[config.mk]
export PLATFORM = sky130hd
export DESIGN_NAME = add16_seq_ctrl_flat
export DESIGN_NICKNAME = d
export VERILOG_FILES = /design/src/rtl/add16_seq_ctrl_if.sv /design/src/rtl/add16_seq_ctrl.sv /design/src/flat_wrapper.sv
export SDC_FILE = /design/constraint.sdc
export NUM_CORES = 1
export LEC_CHECK = 0
export ABC_AREA = 1
export CAP_MARGIN = 20
export CORE_MARGIN = 1
export CORE_UTILIZATION = 25
export CTS_CLUSTER_DIAMETER = 150
export DETAILED_ROUTE_END_ITERATION = 8
export REMOVE_ABC_BUFFERS = 1
export SLEW_MARGIN = 20
export SYNTH_ARGS = -nofsm -noshare
export SYNTH_HDL_FRONTEND = slang
export SYNTH_SLANG_ARGS = --single-unit
[constraint.sdc]
create_clock -name clk -period 2.56 [get_ports clk]
set_input_delay 0.256 -clock clk [delete_from_list [all_inputs] [get_ports clk]]
set_output_delay 0.256 -clock clk [all_outputs]
set_load 0.005 [all_outputs]
[src/rtl/add16_seq_ctrl_if.sv]
// Operand/result bundle for the nibble-serial 16-bit add/sub controller.
// Latency: n/a (wiring only).
// Backpressure: valid/ready on both the operand side and the result side.
interface add16_seq_ctrl_if;
  logic        in_valid;
  logic        in_ready;
  logic [15:0] a;
  logic [15:0] b;
  logic        sub;
  logic        out_valid;
  logic        out_ready;
  logic [15:0] result;
  logic        cout;
  logic        ovfl;

  // Producer of operands / consumer of results.
  modport master (
    output in_valid, a, b, sub, out_ready,
    input  in_ready, out_valid, result, cout, ovfl
  );

  // The arithmetic block itself.
  modport slave (
    input  in_valid, a, b, sub, out_ready,
    output in_ready, out_valid, result, cout, ovfl
  );
endinterface

[src/rtl/add16_seq_ctrl.sv]
// 16-bit add/sub computed one nibble per cycle through a single 4-bit CLA.
// Latency: out_valid rises 4 clk edges after the accepting edge.
// Backpressure: result held in DONE until out_ready; in_ready only in IDLE.
// Optional feature: define SAT_ARITH_EN to saturate the result on signed overflow.

// 4-bit carry-lookahead adder; ovfl is the signed overflow of this nibble,
// which for the top nibble equals the 16-bit signed overflow.
module adder_cla_4bit (
  input  logic [3:0] a,
  input  logic [3:0] b,
  input  logic       cin,
  output logic [3:0] s,
  output logic       cout,
  output logic       ovfl
);
  logic [3:0] g;
  logic [3:0] p;
  logic [4:0] c;

  // Generate/propagate and flattened lookahead carries.
  always_comb begin
    g    = a & b;
    p    = a ^ b;
    c[0] = cin;
    c[1] = g[0] | (p[0] & cin);
    c[2] = g[1] | (p[1] & g[0]) | (p[1] & p[0] & cin);
    c[3] = g[2] | (p[2] & g[1]) | (p[2] & p[1] & g[0]) | (p[2] & p[1] & p[0] & cin);
    c[4] = g[3] | (p[3] & g[2]) | (p[3] & p[2] & g[1]) | (p[3] & p[2] & p[1] & g[0])
         | (p[3] & p[2] & p[1] & p[0] & cin);
    s    = p ^ c[3:0];
    cout = c[4];
    ovfl = c[4] ^ c[3];
  end
endmodule

module add16_seq_ctrl (
  input  logic               clk,
  input  logic               rst_n,
  add16_seq_ctrl_if.slave    bus
);
  typedef enum logic [1:0] {IDLE, RUN, DONE} state_t;

  state_t      state_q;
  state_t      state_d;
  logic [1:0]  cnt_q;
  logic        carry_q;
  logic [15:0] a_q;
  logic [15:0] b_q;      // B already conditioned for subtraction (inverted when sub)
  logic [15:0] result_q;
  logic        cout_q;
  logic        ovfl_q;

  logic [3:0]  nib_base;
  logic [3:0]  sum_nib;
  logic        c_nib;
  logic        ov_nib;
  logic        in_ready_c;
  logic        out_valid_c;

  assign nib_base = {cnt_q, 2'b00};

  adder_cla_4bit u_cla (
    .a    (a_q[nib_base +: 4]),
    .b    (b_q[nib_base +: 4]),
    .cin  (carry_q),
    .s    (sum_nib),
    .cout (c_nib),
    .ovfl (ov_nib)
  );

  // State register.
  always_ff @(posedge clk) begin
    if (!rst_n) state_q <= IDLE;
    else        state_q <= state_d;
  end

  // Next-state and handshake outputs; no bypass from DONE straight to accept.
  always_comb begin
    state_d     = state_q;
    in_ready_c  = 1'b0;
    out_valid_c = 1'b0;
    case (state_q)
      IDLE: begin
        in_ready_c = 1'b1;
        if (bus.in_valid) state_d = RUN;
      end
      RUN: begin
        if (cnt_q == 2'd3) state_d = DONE;
      end
      DONE: begin
        out_valid_c = 1'b1;
        if (bus.out_ready) state_d = IDLE;
      end
      default: state_d = IDLE;
    endcase
  end

  // Operand capture and nibble-serial accumulation of result/flags.
  always_ff @(posedge clk) begin
    if (!rst_n) begin
      cnt_q    <= 2'd0;
      carry_q  <= 1'b0;
      a_q      <= 16'h0000;
      b_q      <= 16'h0000;
      result_q <= 16'h0000;
      cout_q   <= 1'b0;
      ovfl_q   <= 1'b0;
    end else begin
      case (state_q)
        IDLE: begin
          if (bus.in_valid) begin
            a_q     <= bus.a;
            b_q     <= bus.b ^ {16{bus.sub}};
            carry_q <= bus.sub;   // +1 completes the two's complement of B
            cnt_q   <= 2'd0;
          end
        end
        RUN: begin
          result_q[nib_base +: 4] <= sum_nib;
          carry_q                 <= c_nib;
          cnt_q                   <= cnt_q + 2'd1;
          if (cnt_q == 2'd3) begin
            cout_q <= c_nib;
            ovfl_q <= ov_nib;
`ifdef SAT_ARITH_EN
            // Overflow direction follows the sign of A.
            if (ov_nib) result_q <= a_q[15] ? 16'h8000 : 16'h7FFF;
`endif
          end
        end
        default: ;
      endcase
    end
  end

  assign bus.in_ready  = in_ready_c;
  assign bus.out_valid = out_valid_c;
  assign bus.result    = result_q;
  assign bus.cout      = cout_q;
  assign bus.ovfl      = ovfl_q;
endmodule

[src/flat_wrapper.sv]
// flat-port wrapper written by rule: the top's interface ports become plain ports
module add16_seq_ctrl_flat 
  (clk, rst_n, bus_in_valid, bus_a, bus_b, bus_sub, bus_out_ready, bus_in_ready, bus_out_valid, bus_result, bus_cout, bus_ovfl);
  add16_seq_ctrl_if bus_i ();
  input  logic clk;
  input  logic rst_n;
  input wire logic [$bits(bus_i.in_valid)-1:0] bus_in_valid;
  input wire logic [$bits(bus_i.a)-1:0] bus_a;
  input wire logic [$bits(bus_i.b)-1:0] bus_b;
  input wire logic [$bits(bus_i.sub)-1:0] bus_sub;
  input wire logic [$bits(bus_i.out_ready)-1:0] bus_out_ready;
  output wire logic [$bits(bus_i.in_ready)-1:0] bus_in_ready;
  output wire logic [$bits(bus_i.out_valid)-1:0] bus_out_valid;
  output wire logic [$bits(bus_i.result)-1:0] bus_result;
  output wire logic [$bits(bus_i.cout)-1:0] bus_cout;
  output wire logic [$bits(bus_i.ovfl)-1:0] bus_ovfl;
  assign bus_i.in_valid = bus_in_valid;
  assign bus_i.a = bus_a;
  assign bus_i.b = bus_b;
  assign bus_i.sub = bus_sub;
  assign bus_i.out_ready = bus_out_ready;
  assign bus_in_ready = bus_i.in_ready;
  assign bus_out_valid = bus_i.out_valid;
  assign bus_result = bus_i.result;
  assign bus_cout = bus_i.cout;
  assign bus_ovfl = bus_i.ovfl;
  add16_seq_ctrl u_core (.clk(clk), .rst_n(rst_n), .bus(bus_i));
endmodule
==> metrics.cfg, run 1 <==
[synthesis]
synth.avg_cell_area_um2=7.881
synth.distinct_cells=33
synth.area.top_cells=dfxtp_1 41%, nor2_1 10%, o21ai_0 6.5%
synth_xor_area_frac=0.05540
synth_fa_ha_area_frac=0.05400
syn_inst=341
synth-seq-cells=55
synth_commonest_cells=74 x nor2_1, 55 x dfxtp_1, 39 x nand2_1, 35 x o21ai_0, 18 x a21oi_1
synth_top_family_by_area=simple AND/OR/NAND/NOR gates
yosys.area.top_type=dfxtp_1
synth_top_area_frac=0.4097
yosysWarnings=0
async_reset_ff_frac=0
synth_mux_area_frac=0
synth_flop_cell=dfxtp_1
synth_simple_gate_area_frac=0.2281
yosysMostFrequentCell=nor2_1
synth_edf_count=0
yosysSeqAreaShare=0.4097
synth_area_um2=2688
synth_compound_gate_area_share=0.1797

[cts]
max-clock-path-buffers=2
htreeDepth=2
cts_root_buf=clkbuf_8
post_cts_buffers=0
cts_buffers=5
clk_latency_ps=310
cts.sinks=55
cts_tree=yes
cts_resized=0
hold_buffers=0
path_clk_slew_ps=100

[sta]
clock.fmax_ghz=0.4508
slew_viol_final=0
rsz0062_at_grt=no
worstMarginPinSlew_ps=613.6
fin_skew_ps=9.034
finalCriticalPeriod_ps=2218
period_share=0.8666
relSlewSlack=0.5903
finalSetupTns_ps=0
fin_ws_ps=341.5
finalSetupViolations=0
finalHoldViolations=0

[route]
via_per_inst=4.384
postRouteAntennaNets=0
totalWireLength_mm=6.198
dr.pass1.iters=4
post_drt_wl_per_cell_um=11.72
drt_iter0_markers=78
num_vias=2319
drc=0

[global_routing]
grt_busiest_layer=met2
grtUsageMet2=0.1979
grt_pass1_wl_mm=10.59
grt_pass1_vias=2293
use_met1=0.1484
antenna_found_initial=0
grt.overflow.total=0
grt_start_max_net_pins=50
gr-usage-met3=0.02845
grt_util_all_layers=0.1167

[setup_path]
crit_arrival_ps=2470
path_class=flop to flop
critPathLaunchType=flop
worst_setup_path_end_kind=flop
critPathMaxFanout=24
required_ps=2810

[pwr]
vdd_drop_max_mv=0.2139
p_leak_nw=1.271
pwr_density_cell_nw_per_um2=553.5

[run_status]
outcome=completed

[die]
die_y_um=105.7
ios=57
die_area_um2=11170
fp-row-count=37
initial_utilization=0.2592
core-area_um2=10370
die_width_um=105.7

[placed_design]
place_hpwl_mm=4.675
dpl_worst_slack_ps=403.5
dpl-instance-area_um2=3339
io_buffers=56
globalplace.congestion=0.8476

[layout]
num-fill-cells=1148
fin_nets=440
postLayoutCellArea_um2=3435
diodes=0
layout-drive-gt1-share=0.07379
area_delta_synth_final_pct=27.79

[job]
cap_viol_max_count=0

[min_path]
hp-class=flop to flop

==> cell usage in the layout (no fill, tap or decap), drive strengths merged <==
cell | netlist | routed
a211oi | 16 | 16
a21oi | 18 | 18
a22oi | 3 | 3
a31oi | 2 | 2
buf | 7 | 6
clkbuf | 11 | 7
clkdlybuf4s50 | 0 | 56
clkinv | 0 | 1
dfxtp | 55 | 55
fa | 1 | 1
ha | 10 | 10
inv | 18 | 18
nand2 | 44 | 44
nand3 | 11 | 11
nand3b | 1 | 1
nand4 | 2 | 2
nor2 | 80 | 80
nor4 | 1 | 1
o21ai | 35 | 35
o21bai | 1 | 1
o22ai | 8 | 8
xnor2 | 16 | 16
xor2 | 1 | 1
==> worst max-delay path, stage by stage, from the launching register on <==
cell and delay, ps:
dfxtp_1 360, buf_4 280, o21ai_0 110, o22ai_1 210, ha_1 330, a21oi_1 210
nand2_1 80, nand2_1 90, nand2_1 50, nor2_1 190, nand2_1 120, a21oi_1 130
==> cell families after synthesis <==
| logic type | after synthesis |
|---|---|
| AO/OA/AOI/OAI | 83 |
| XOR/XNOR | 17 |
| adder cells (fa/ha/maj) | 11 |
| buffers and inverters | 36 |
| flip-flops | 55 |
| AND/OR/NAND/NOR | 139 |
==> registers in the layout (all words and copies together) (netlist names) <==
signal             flops
u_core.a_q            16
u_core.b_q            16
u_core.carry_q         1
u_core.cnt_q           2
u_core.bus.result     16
u_core.bus.ovfl        1
u_core.state_q         2
u_core.bus.cout        1
==> path summary, 6_finish.rpt <==
path,start,end,slack (ps),depth (start not counted)
setup reg to reg,u_core.cnt_q[0],u_core.bus.result[10],340,11
hold / removal,u_core.bus.result[12],u_core.bus.result[12],470,2
hold reg to reg,u_core.bus.result[12],u_core.bus.result[12],470,2
setup / recovery,u_core.cnt_q[0],u_core.bus.result[10],340,11
==> layout make-up <==
type,instances,area [um2],area share
timing repair buffer,62,605.6,0.1763
clock inverter,1,8.758,0.002550
tap,136,170.2,0.04954
multi-input combinational,250,1390,0.4047
sequential,55,1101,0.3206
clock buffer,7,86.33,0.02514
inverter,18,72.57,0.02113
==> through the flow <==
stage	utilization	hold WS, ps	instances	power [mW]
6_report	0.3312	469.6	529	1.901
5_1_grt	0.3312	485.0	529	2.016
4_1_cts	0.3312	472.1	529	1.915
3_5_place_dp	0.3220	456.9	521	1.416
3_3_place_gp	0.3220	456.9	521	1.403
2_1_floorplan	-	391.7	323	1.244
==> routing by layer <==
layer | up-vias | routed length [um]
li1 | 1231 | -
met1 | 1032 | 3037
met2 | 49 | 2807
met3 | 7 | 295
met4 | 0 | 58
met5 | - | 0
==> power by group <==
part	internal (mW)	total (mW)	switching, mW
clock network	0.222	0.506	0.284
logic	0.196	0.451	0.255
registers	0.911	0.943	0.0319
total	1.33	1.90	0.571
(Power assumes the default switching activity.)
==> run 2, diff against run 1 <==
Settings changed: MAX_ROUTING_LAYER from default to met4.
==> metrics.cfg, run 2 (synthesized netlist as in run 1, its figures left out) <==
[min_path]
hp-class=flop to flop

[cts]
post_cts_buffers=0
cts_tree=yes
cts.sinks=55
path_clk_slew_ps=100
max-clock-path-buffers=2
hold_buffers=0
cts_resized=0
clk_latency_ps=310
htreeDepth=2
cts_buffers=5
cts_root_buf=clkbuf_8

[pwr]
pwr_density_cell_nw_per_um2=552.4
clock_power_share=0.266
p_seq_frac=0.497
switching_share=0.2991
p_comb_frac=0.237
internal-power_mw=1.330
vdd_drop_max_mv=0.2110
p_switching_uw=567.6
finalPower_mw=1.897
p_leak_nw=1.271

[route]
via_per_inst=4.374
num_vias=2314
postRouteAntennaNets=0
post_drt_wl_per_cell_um=11.66
drc=0
drt_iter0_markers=78
totalWireLength_mm=6.167
dr.pass1.iters=4

[placed_design]
place_hpwl_mm=4.675
io_buffers=56
globalplace.congestion=0.8609

[sta]
finalHoldViolations=0
rsz0062_at_grt=no
fin_skew_ps=10.50
finalCriticalPeriod_ps=2183
worstMarginPinSlew_ps=612.2
period_share=0.8528
clock.fmax_ghz=0.4581
slew_viol_final=0
relSlewSlack=0.5912
finalSetupTns_ps=0
finalSetupViolations=0

[global_routing]
grt_pass1_vias=2283
grt_util_all_layers=0.1195
grt_pass1_wl_mm=10.58
antenna_found_initial=0
grt_start_max_net_pins=50
grt.overflow.total=0

[run_status]
outcome=completed

[layout]
register_area_um2=1101
layout-drive-gt1-share=0.07379
fin_nets=440
num-fill-cells=1148
layout_commonest_cell=nor2_1
multi_input_area_um2=1390
diodes=0
area_delta_synth_final_pct=27.79
final_cell_mix=74 x nor2_1, 56 x clkdlybuf4s50_1, 55 x dfxtp_1, 39 x nand2_1, 35 x o21ai_0

[setup_path]
required_ps=2810
critPathLaunchType=flop
path_class=flop to flop
crit_arrival_ps=2430
critPathMaxFanout=24
worst_setup_path_end_kind=flop

[die]
die_y_um=105.7
initial_utilization=0.2592
core-area_um2=10370
die_area_um2=11170
ios=57
die_width_um=105.7
fp-row-count=37

[job]
cap_viol_max_count=0

-- run 2: cell counts in the layout (fill, tap and decap cells not counted) --
No cell type changed its count.
-- run 2: power groups by stage --
stage | logic [mW] | clock network [mW] | registers, mW
global placement | 0.440 | 0 | 0.962
global route | 0.512 | 0.550 | 0.950
detailed placement | 0.453 | 0 | 0.963
floorplan | 0.282 | 0 | 0.962
CTS | 0.454 | 0.518 | 0.943
finish | 0.450 | 0.504 | 0.943
-- run 2: stage by stage --
step	area [um2]	std cells	utilization	worst slack (ps)	hold WS (ps)
2_1_floorplan	2564	323	-	29.77	391.7
3_3_place_gp	3339	521	0.3220	458.7	456.9
3_5_place_dp	3339	521	0.3220	403.5	456.9
4_1_cts	3435	529	0.3312	384.3	472.1
5_1_grt	3435	529	0.3312	71.31	485.0
6_report	3435	529	0.3312	376.8	469.3
-- run 2: layout make-up --
type                            count  share of cell area
Multi-Input combinational cell    250              0.4047
Clock inverter                      1            0.002550
Timing Repair Buffer               62              0.1763
Sequential cell                    55              0.3206
Tap cell                          136             0.04954
Inverter                           18             0.02113
Clock buffer                        7             0.02514
-- run 2: layer usage --
layer  up-vias  track usage  part of all wire
li1       1231            -                 -
met5         -            -                 0
met2        48       0.1979              0.46
met1      1029       0.1487              0.49
met3         6      0.02536             0.042
met4         0      0.02679            0.0092
-- run 2: final timing paths --
kind	cells after the start	endpoint	from	slack, ps
setup / recovery	11	u_core.bus.result[10]	u_core.cnt_q[0]	380
hold / removal	2	u_core.bus.result[12]	u_core.bus.result[12]	470
setup reg to reg	11	u_core.bus.result[10]	u_core.cnt_q[0]	380
hold reg to reg	2	u_core.bus.result[12]	u_core.bus.result[12]	470
-- run 2: worst max-delay path: stages, from the launching register on --
cell and delay (ps):
dfxtp_1 360, buf_4 270, o21ai_0 130, o22ai_1 320, ha_1 310, nand3_1 100, nand2_1 60, nand2_1 80
nand2_1 50, nor2_1 190, nand2_1 120, a21oi_1 130
